**src/rtl/checker_pkg.sv**
```systemverilog
// Shared types for the memory result checker: sequence modes, FSM states
// and the mapping of the raw 2-bit mode input onto a supported mode.
package checker_pkg;

    typedef enum logic [1:0] {
        CHK_FIB   = 2'd0,
        CHK_ARITH = 2'd1,
        CHK_CONST = 2'd2
    } chk_mode_e;

    // Encoding 3 is not a real mode; it behaves like CONST.
    localparam logic [1:0] CHK_MODE_RESERVED = 2'd3;

    typedef enum logic [2:0] {
        ST_IDLE = 3'd0,
        ST_WAIT = 3'd1,
        ST_READ = 3'd2,
        ST_LAT  = 3'd3,
        ST_CMP  = 3'd4,
        ST_DONE = 3'd5
    } chk_state_e;

    function automatic chk_mode_e decode_mode(input logic [1:0] raw);
        chk_mode_e m;
        case (raw)
            2'd0:              m = CHK_FIB;
            2'd1:              m = CHK_ARITH;
            CHK_MODE_RESERVED: m = CHK_CONST;
            default:           m = CHK_CONST;
        endcase
        return m;
    endfunction

endpackage

```
**src/rtl/golden_seq_gen.sv**
```systemverilog
// Golden sequence generator. cur_reg is the word expected at the current
// index; nxt_reg is the following Fibonacci term (FIB) or the step (ARITH).
// All arithmetic wraps modulo 2^DATA_W.
module golden_seq_gen
    import checker_pkg::*;
#(
    parameter int DATA_W = 32
) (
    input  logic              clk,
    input  logic              areset,
    input  logic              load,
    input  logic              advance,
    input  chk_mode_e         mode,
    input  logic [DATA_W-1:0] seed_a,
    input  logic [DATA_W-1:0] seed_b,
    output logic [DATA_W-1:0] expected
);

    logic [DATA_W-1:0] cur_reg;
    logic [DATA_W-1:0] nxt_reg;

    // Load seeds at run start, then step the sequence once per compared word.
    always_ff @(posedge clk or negedge areset) begin
        if (!areset) begin
            cur_reg <= '0;
            nxt_reg <= '0;
        end else if (load) begin
            cur_reg <= seed_a;
            nxt_reg <= seed_b;
        end else if (advance) begin
            case (mode)
                CHK_FIB: begin
                    cur_reg <= nxt_reg;
                    nxt_reg <= cur_reg + nxt_reg;
                end
                CHK_ARITH: begin
                    cur_reg <= cur_reg + nxt_reg;
                end
                default: begin
                    cur_reg <= cur_reg;
                end
            endcase
        end
    end

    assign expected = cur_reg;

endmodule

```
**config.mk**
```make
export PLATFORM = sky130hd
export DESIGN_NAME = golden_seq_gen
export DESIGN_NICKNAME = d
export VERILOG_FILES = /design/src/rtl/checker_pkg.sv /design/src/rtl/golden_seq_gen.sv
export SDC_FILE = /design/constraint.sdc
export NUM_CORES = 1
export LEC_CHECK = 0
export ABC_AREA = 0
export CORE_UTILIZATION = 30
export DETAILED_ROUTE_END_ITERATION = 8
export HOLD_SLACK_MARGIN = 0.06
export PLACE_DENSITY = 0.63
export SETUP_SLACK_MARGIN = 0.3
export SLEW_MARGIN = 20
export SYNTH_ARGS = -nofsm -noshare
export SYNTH_HDL_FRONTEND = slang
export SYNTH_SLANG_ARGS = --single-unit
```
**constraint.sdc**
```tcl
create_clock -name clk -period 3 [get_ports clk]
set_input_delay 0.75 -clock clk [delete_from_list [all_inputs] [get_ports clk]]
set_output_delay 0.75 -clock clk [all_outputs]
set_load 0.01 [all_outputs]
```
Yosys cells after proc, flatten, opt, wreduce, memory -nomap -nowiden:

Index checks and enable logic that the tools add are counted.

* register bits after elaboration: 64
* bits of input ports: 70
* output and inout port bits: 32
* word-level logic and storage cells: 16

* $add $sub $neg: 1
* equality and inequality tests: 1
* multiplexer cells: 6
* reductions and logical operators: 6

Operator list (number)
* $mux W32: 5
* $pmux W32 S2: 1
* $add A32 B32 Y32: 1
* $reduce_and A2 Y1: 2
* $reduce_bool A2 Y1: 2
* $reduce_bool A3 Y1: 1
* $eq A2 B1 Y1 const B: 1
* $logic_not A2 Y1: 1

Depth between registers and ports, before layout:

Gate-level depths: netlist (run 1).

* word-level depth: 4
* depth in mapped cells: 11

Worst setup path before layout (run 1):

No wires, ideal clock.

* path kind: register -> register
* from: register cur_reg[0], in the netlist expected[0]
* to: register cur_reg[26], in the netlist expected[26]
* library setup time: 65 ps
* arrival time: 2878 ps
* data required time: 2935 ps
* setup slack: 58 ps
* stages on the path, launching flop included: 12
* period minus slack after synthesis: 2942 ps
* path through: dfrtp_1 > ha_1 > fa_1 > a211oi_1 > o21ai_1 > a31oi_1 > o32a_1 > o21ba_2 > a2bb2oi_1 > mux2_1 > a31oi_1 > mux2_2

* word-level cells in the longest chain between the ends: 4

Ends and longest elaborated chain
* start: declaration: RTL line golden_seq_gen.sv:19 `logic [DATA_W-1:0] cur_reg;`
* start signal: assignment: RTL line golden_seq_gen.sv:33 `cur_reg <= nxt_reg;`
* start signal: assignment: RTL line golden_seq_gen.sv:37 `cur_reg <= cur_reg + nxt_reg;`
* start signal: assignment: RTL line golden_seq_gen.sv:40 `cur_reg <= cur_reg;`
* $add A32 B32 Y32: RTL line golden_seq_gen.sv:37
* $pmux W32 S2: RTL line golden_seq_gen.sv:31 `case (mode)`
* $mux W32: RTL line golden_seq_gen.sv:30 `end else if (advance) begin`
* $mux W32: RTL line golden_seq_gen.sv:27 `end else if (load) begin`

No other way between the ends. The select of a mux whose other input is x is not followed.
A chain may end at the register's enable or synchronous reset.

Worst setup path after layout (run 1):

* from: register nxt_reg[0]
* to: register cur_reg[26], in the netlist expected[26]

* word-level cells in the longest chain between the ends: 4

Ends and longest elaborated chain
* start: declaration: RTL line golden_seq_gen.sv:20 `logic [DATA_W-1:0] nxt_reg;`
* start signal: assignment: RTL line golden_seq_gen.sv:34 `nxt_reg <= cur_reg + nxt_reg;`
* $add A32 B32 Y32: RTL line golden_seq_gen.sv:37
* $pmux W32 S2: RTL line golden_seq_gen.sv:31
* $mux W32: RTL line golden_seq_gen.sv:30
* $mux W32: RTL line golden_seq_gen.sv:27

No other way between the ends. The select of a mux whose other input is x is not followed.

==> impl_metrics.py, run 1 <==
metrics = {
    "placement": {
        "placed_cell_area_mm2": 0.00623,
        "port_buffers": 101,
        "pre_cts_slack_ns": 0.119,
        "gp_congestion": 0.868,
        "dpl.hpwl_um": 10700,
    },
    "timing": {
        "setup-tns-final_ns": 0,
        "max_freq_mhz": 358,
        "min_period_over_period_pct": 93.1,
        "hold_viol": 0,
        "fin_ws_ns": 0.208,
        "rsz0062_at_grt": "true",
        "setup_viol": 0,
        "clock_skew_ns": 0.00672,
        "tightest_slew_ns": 0.654,
        "layout_min_cycle_time_ns": 2.79,
        "slew_headroom_pct": 56.4,
        "finalMaxSlewViolations": 0,
    },
    "grt": {
        "grt_max_degree": 96,
        "met2_usage_pct": 29.8,
        "top_usage_layer": "met2",
        "grt_pass1_vias": 4625,
        "grt_overflow": 0,
        "grt_antenna_before_repair": 0,
        "use_met1_pct": 23.8,
        "met3_usage_pct": 3.81,
        "grt_pass1_wl_um": 23700,
        "grtUsageTotal_pct": 18.2,
    },
    "synth": {
        "ys_ff_latch": 64,
        "synth_top_area_share_pct": 32.6,
        "synthCells": 614,
        "synth_area_leaders": "dfrtp_1, nand2_1, ha_1",
        "yosysMostFrequentCell": "nand2_1",
        "synth_nets": 716,
        "synth_edf_count": 0,
        "yosysWarnings": 0,
        "synth.avg_cell_area_um2": 8.01,
        "yosysSeqAreaShare_pct": 32.6,
        "ys.flop_type": "dfrtp_1",
        "ys_top_cells_by_count": "nand2_1, o21ai_0, dfrtp_1, a21oi_1, clkbuf_1",
        "synth_top_cell_by_area": "dfrtp_1",
        "synth-async-reset-ratio_pct": 100,
        "syn-cell-area_mm2": 0.00492,
        "synth.distinct_cells": 53,
    },
    "drt": {
        "vias": 4811,
        "antenna_left": 0,
        "drtPass1Iterations": 5,
        "vias_per_cell": 5.15,
        "routed_wl_um": 14800,
        "drt_iter0_drc": 185,
        "wire_per_inst_um": 15.9,
        "route.detailed.drc": 0,
    },
    "layout": {
        "layout.nets": 815,
        "final_layout_size_suffix_gt1_share_pct": 13.5,
        "multi_input_area_mm2": 0.00341,
        "seq_area_mm2": 0.00160,
        "num_antenna_cells": 0,
        "final.fill_count": 1576,
        "design_area_mm2": 0.00691,
        "area_growth_syn_to_layout_pct": 40.5,
    },
    "setup_path": {
        "cp.required_ns": 3.28,
        "arrival_ns": 3.08,
        "cp_cell_sequence": "ha_2, fa_2, a211oi_2, o21ai_1, a31oi_1, buf_4, o32a_1, o21ba_4, a2bb2oi_4, mux2_4, a31oi_1, mux2_4",
        "reg2reg_slack_ns": 0.21,
        "path_class": "reg2reg",
        "cp_max_fo": 3,
        "critPathLaunch": "nxt_reg[0]$_DFFE_PN0P_",
        "end_kind": "flop",
        "r2r_start": "nxt_reg[0]$_DFFE_PN0P_",
        "slowest_stage": "dfrtp_1",
        "r2r-end": "expected[26]$_DFFE_PN0P_",
        "cp_slowest_stage_delay_ns": 0.38,
        "startpoint_type": "flop",
        "rr_worst_depth": 12,
    },
    "clock_network": {
        "cts_tree": "yes",
        "cts.clk_slew.worst_paths_ns": 0.05,
        "numCtsBuffers": 9,
        "clk_latency_ns": 0.34,
        "cts_buffer_depth": 2,
        "cts.sinks": 64,
        "clock-root-buffer": "clkbuf_16",
        "ctsHtreeMaxLevel": 3,
    },
    "power": {
        "p_per_area_mw_per_mm2": 560,
        "ir_worst_vdd_mv": 0.298,
        "p_leak_uw": 0.00294,
    },
    "floorplan": {
        "die_area_mm2": 0.0169,
        "row_count": 46,
        "dieHeight_um": 130,
        "die_w_um": 130,
        "initial_core_util_pct": 30.8,
        "core_area_mm2": 0.0159,
        "ios": 102,
    },
    "job": {
        "drv_cap": 0,
    },
    "run_status": {
        "outcome": "finished clean",
    },
    "hold_path": {
        "hold_class": "in2async",
    },
}
[cell usage in the layout, fill, tap and decap left out, types with 9 or more instances in the layout]
| master | n |
|---|---|
| xor2_1 | 9 |
| buf_4 | 28 |
| dfrtp_1 | 63 |
| a21oi_1 | 56 |
| inv_1 | 12 |
| mux2i_1 | 20 |
| a21o_1 | 16 |
| nand3_1 | 9 |
| o21ai_1 | 12 |
| xnor2_1 | 16 |
| ha_1 | 17 |
| nand2_1 | 107 |
| clkdlybuf4s50_1 | 99 |
| nand2b_1 | 9 |
| clkbuf_16 | 9 |
| nor2_1 | 36 |
| o21ai_0 | 56 |
[kinds of logic (layout without fill, tap and decap cells)]
logic type                 Yosys count  after routing  share of synthesized area, %
adders and majority gates           32             32                          8.30
muxes                               23             23                          4.76
DFF                                 64             64                          32.6
and+or+nand+nor                    193            193                          16.9
AOI/OAI and AO/OA                  214            214                          27.6
xor gates and xnor gates            31             31                          5.52
buffers and inverters               57            161                          4.38
[worst max-delay path: cells and delay by family, from the launching register on]
family | cells | cell delay [ns]
muxes | 2 | 0.46
buffers and inverters | 1 | 0.15
DFF | 1 | 0.38
adders and majority gates | 2 | 0.55
AOI/OAI and AO/OA | 7 | 1.18
[what timing repair did]
| action | in CTS | in global routing |
|---|---|---|
| buffers inserted | 8 | 8 |
| hold buffers | 0 | 0 |
| resized for setup | 13 | 40 |
| endpoints found under the setup margin | 20 | 35 |
| pin swaps | 15 | 24 |
[metal layers]
| layer | up-vias | share of wire, % |
|---|---|---|
| li1 | 2411 | - |
| met1 | 2256 | 46 |
| met2 | 125 | 47 |
| met3 | 19 | 5.3 |
| met4 | 0 | 1.6 |
| met5 | - | 0 |
[worst max-delay path by stage]
stage | endpoint | cells past startpoint
after floorplan | expected[26]$_DFFE_PN0P_ | 11
after global placement | expected[26]$_DFFE_PN0P_ | 12
after detailed placement | expected[26]$_DFFE_PN0P_ | 12
after CTS | expected[26]$_DFFE_PN0P_ | 12
after global routing | expected[26]$_DFFE_PN0P_ | 12
final | expected[26]$_DFFE_PN0P_ | 12
[metrics by stage]
step | power, µW | utilization, % | cells | hold slack (ns)
finish | 3870 | 43.3 | 934 | 0.436
global route | 4130 | 43.3 | 934 | 0.497
CTS | 3720 | 41.6 | 926 | 0.460
detailed placement | 2620 | 39.1 | 902 | 0.571
global placement | 2610 | 39.1 | 902 | 0.557
floorplan | 2120 | - | 614 | 0.454
[where the power goes]
| group | leakage [µW] | internal [µW] | switching [µW] |
|---|---|---|---|
| logic | 0.00202 | 862 | 903 |
| registers | 0.000770 | 972 | 114 |
| clock network | 0.000145 | 623 | 394 |
[cell type report]
| type | count | share of cell area, % |
|---|---|---|
| tap | 216 | 3.91 |
| timing repair buffer | 133 | 18.8 |
| sequential | 64 | 23.2 |
| inverter | 12 | 0.652 |
| multi-input combinational | 493 | 49.3 |
| clock inverter | 3 | 0.217 |
| clock buffer | 13 | 3.91 |
Note: power is estimated with default switching activity, not from simulation.
==> run 2: changes to the inputs <==
Settings changed: TNS_END_PERCENT from default to 1.
==> run 2 against run 1 <==
Global-route usage fell by 0.16 points; final cell count fell by 0.96%; critical path depth did not move; first-iteration DRC count rose by 12%; final area fell by 2.4%; core utilization fell by 1.1 points; largest cell class unchanged.
==> impl_metrics.py, run 2 (synthesized netlist as in run 1, its figures left out) <==
metrics = {
    "run_status": {
        "outcome": "finished clean",
    },
    "timing": {
        "finalMaxSlewViolations": 0,
        "tightest_slew_ns": 0.656,
        "setup_viol": 0,
        "timing.hold.ws_ns": 0.438,
        "hold_viol": 0,
        "max_freq_mhz": 356,
        "min_period_over_period_pct": 93.6,
        "rsz0062_at_grt": "true",
        "slew_headroom_pct": 56.3,
        "clock_skew_ns": 0.00770,
        "fin_ws_ns": 0.192,
        "layout_min_cycle_time_ns": 2.81,
    },
    "floorplan": {
        "ios": 102,
        "core_area_mm2": 0.0159,
        "row_count": 46,
        "die_w_um": 130,
        "dieHeight_um": 130,
        "initial_core_util_pct": 30.8,
        "die_area_mm2": 0.0169,
    },
    "setup_path": {
        "arrival_ns": 3.09,
        "end_kind": "flop",
        "path_class": "reg2reg",
        "cp_max_fo": 3,
        "startpoint_type": "flop",
        "cp.required_ns": 3.28,
    },
    "power": {
        "p_per_area_mw_per_mm2": 560,
        "ir_worst_vdd_mv": 0.281,
        "p_leak_uw": 0.00289,
    },
    "grt": {
        "grtUsageTotal_pct": 18.0,
        "grt_overflow": 0,
        "grt_max_degree": 96,
        "grt_antenna_before_repair": 0,
        "grt_pass1_vias": 4595,
        "grt_pass1_wl_um": 23500,
    },
    "clock_network": {
        "numCtsBuffers": 9,
        "cts_tree": "yes",
        "cts_buffer_depth": 2,
        "cts.sinks": 64,
        "cts.clk_slew.worst_paths_ns": 0.05,
        "ctsHtreeMaxLevel": 3,
        "clk_latency_ns": 0.34,
        "clock-root-buffer": "clkbuf_16",
    },
    "layout": {
        "layout.nets": 806,
        "area_growth_syn_to_layout_pct": 37.1,
        "layout_common_cells": "nand2_1, clkdlybuf4s50_1, dfrtp_1",
        "design_area_mm2": 0.00674,
        "final_layout_size_suffix_gt1_share_pct": 10.7,
        "utilization_pct": 42.3,
        "num_antenna_cells": 0,
        "final_cell_count_no_fill": 925,
        "final_common_cell": "nand2_1",
    },
    "job": {
        "drv_cap": 0,
    },
    "placement": {
        "dpl.hpwl_um": 10700,
        "port_buffers": 101,
        "pre_cts_slack_ns": 0.119,
        "dp_cells": 902,
        "placed_cell_area_mm2": 0.00623,
        "gp_congestion": 0.868,
    },
    "drt": {
        "vias": 4736,
        "vias_per_cell": 5.12,
        "antenna_left": 0,
        "routed_wl_um": 14600,
        "wire_per_inst_um": 15.8,
        "drtPass1Iterations": 4,
        "drt_iter0_drc": 207,
        "route.detailed.drc": 0,
    },
    "hold_path": {
        "hold_class": "in2async",
    },
}
## run 2: layout make-up
type | instances | area, µm²
Sequential cell | 64 | 1600
Multi-Input combinational cell | 493 | 3310
Fill cell | 1596 | 9200
Inverter | 12 | 45.0
Timing Repair Buffer | 124 | 1230
Clock buffer | 13 | 270
Clock inverter | 3 | 15.0
Tap cell | 216 | 270
## run 2: worst max-delay path, cell delays in order (launching register included)
cell	delay [ns]
dfrtp_1	0.38
ha_2	0.20
fa_2	0.35
a211oi_2	0.22
o21ai_1	0.12
a31oi_1	0.20
buf_4	0.15
o32a_1	0.20
o21ba_4	0.17
a2bb2oi_2	0.17
mux2_4	0.31
a31oi_1	0.12
mux2_4	0.15
## run 2: final timing paths
path	from	endpoint	slack (ns)	depth (start not counted)
min in group clk	expected[23]$_DFFE_PN0P_	expected[23]$_DFFE_PN0P_	0.58	1
worst min register to register	expected[23]$_DFFE_PN0P_	expected[23]$_DFFE_PN0P_	0.58	1
worst max-delay path	nxt_reg[0]$_DFFE_PN0P_	expected[26]$_DFFE_PN0P_	0.19	12
worst min-delay path	areset	nxt_reg[25]$_DFFE_PN0P_	0.44	1
worst max register to register	nxt_reg[0]$_DFFE_PN0P_	expected[26]$_DFFE_PN0P_	0.19	12
max in group asynchronous	areset	expected[14]$_DFFE_PN0P_	1.90	2
## run 2: power by group
part | internal (µW) | total [µW] | switching [µW]
logic | 795 | 1670 | 880
registers | 973 | 1080 | 109
clock network | 623 | 1020 | 396
total | 2390 | 3770 | 1380
## run 2: repair_timing
| item | CTS | global route |
|---|---|---|
| setup buffers | 6 | 1 |
| hold buffers | 0 | 0 |
| pin swaps | 6 | 27 |
| resized for setup | 2 | 34 |
| setup endpoints to repair | 20 | 35 |
## run 2: metal layers
layer  up-vias  GRT usage [%]  share of wire (%)
met2       107           29.4                 47
met4         0           6.09                1.6
met1      2217           23.6                 46
li1       2395              -                  -
met5         -              0                  0
met3        17           3.81                5.1
## run 2: through the flow
step / TNS [ns] / power, µW
after floorplan: 0 / 2120
after global placement: 0 / 2610
after detailed placement: 0 / 2620
after CTS: 0 / 3680
after global routing: -0.0145 / 4030
final: 0 / 3770
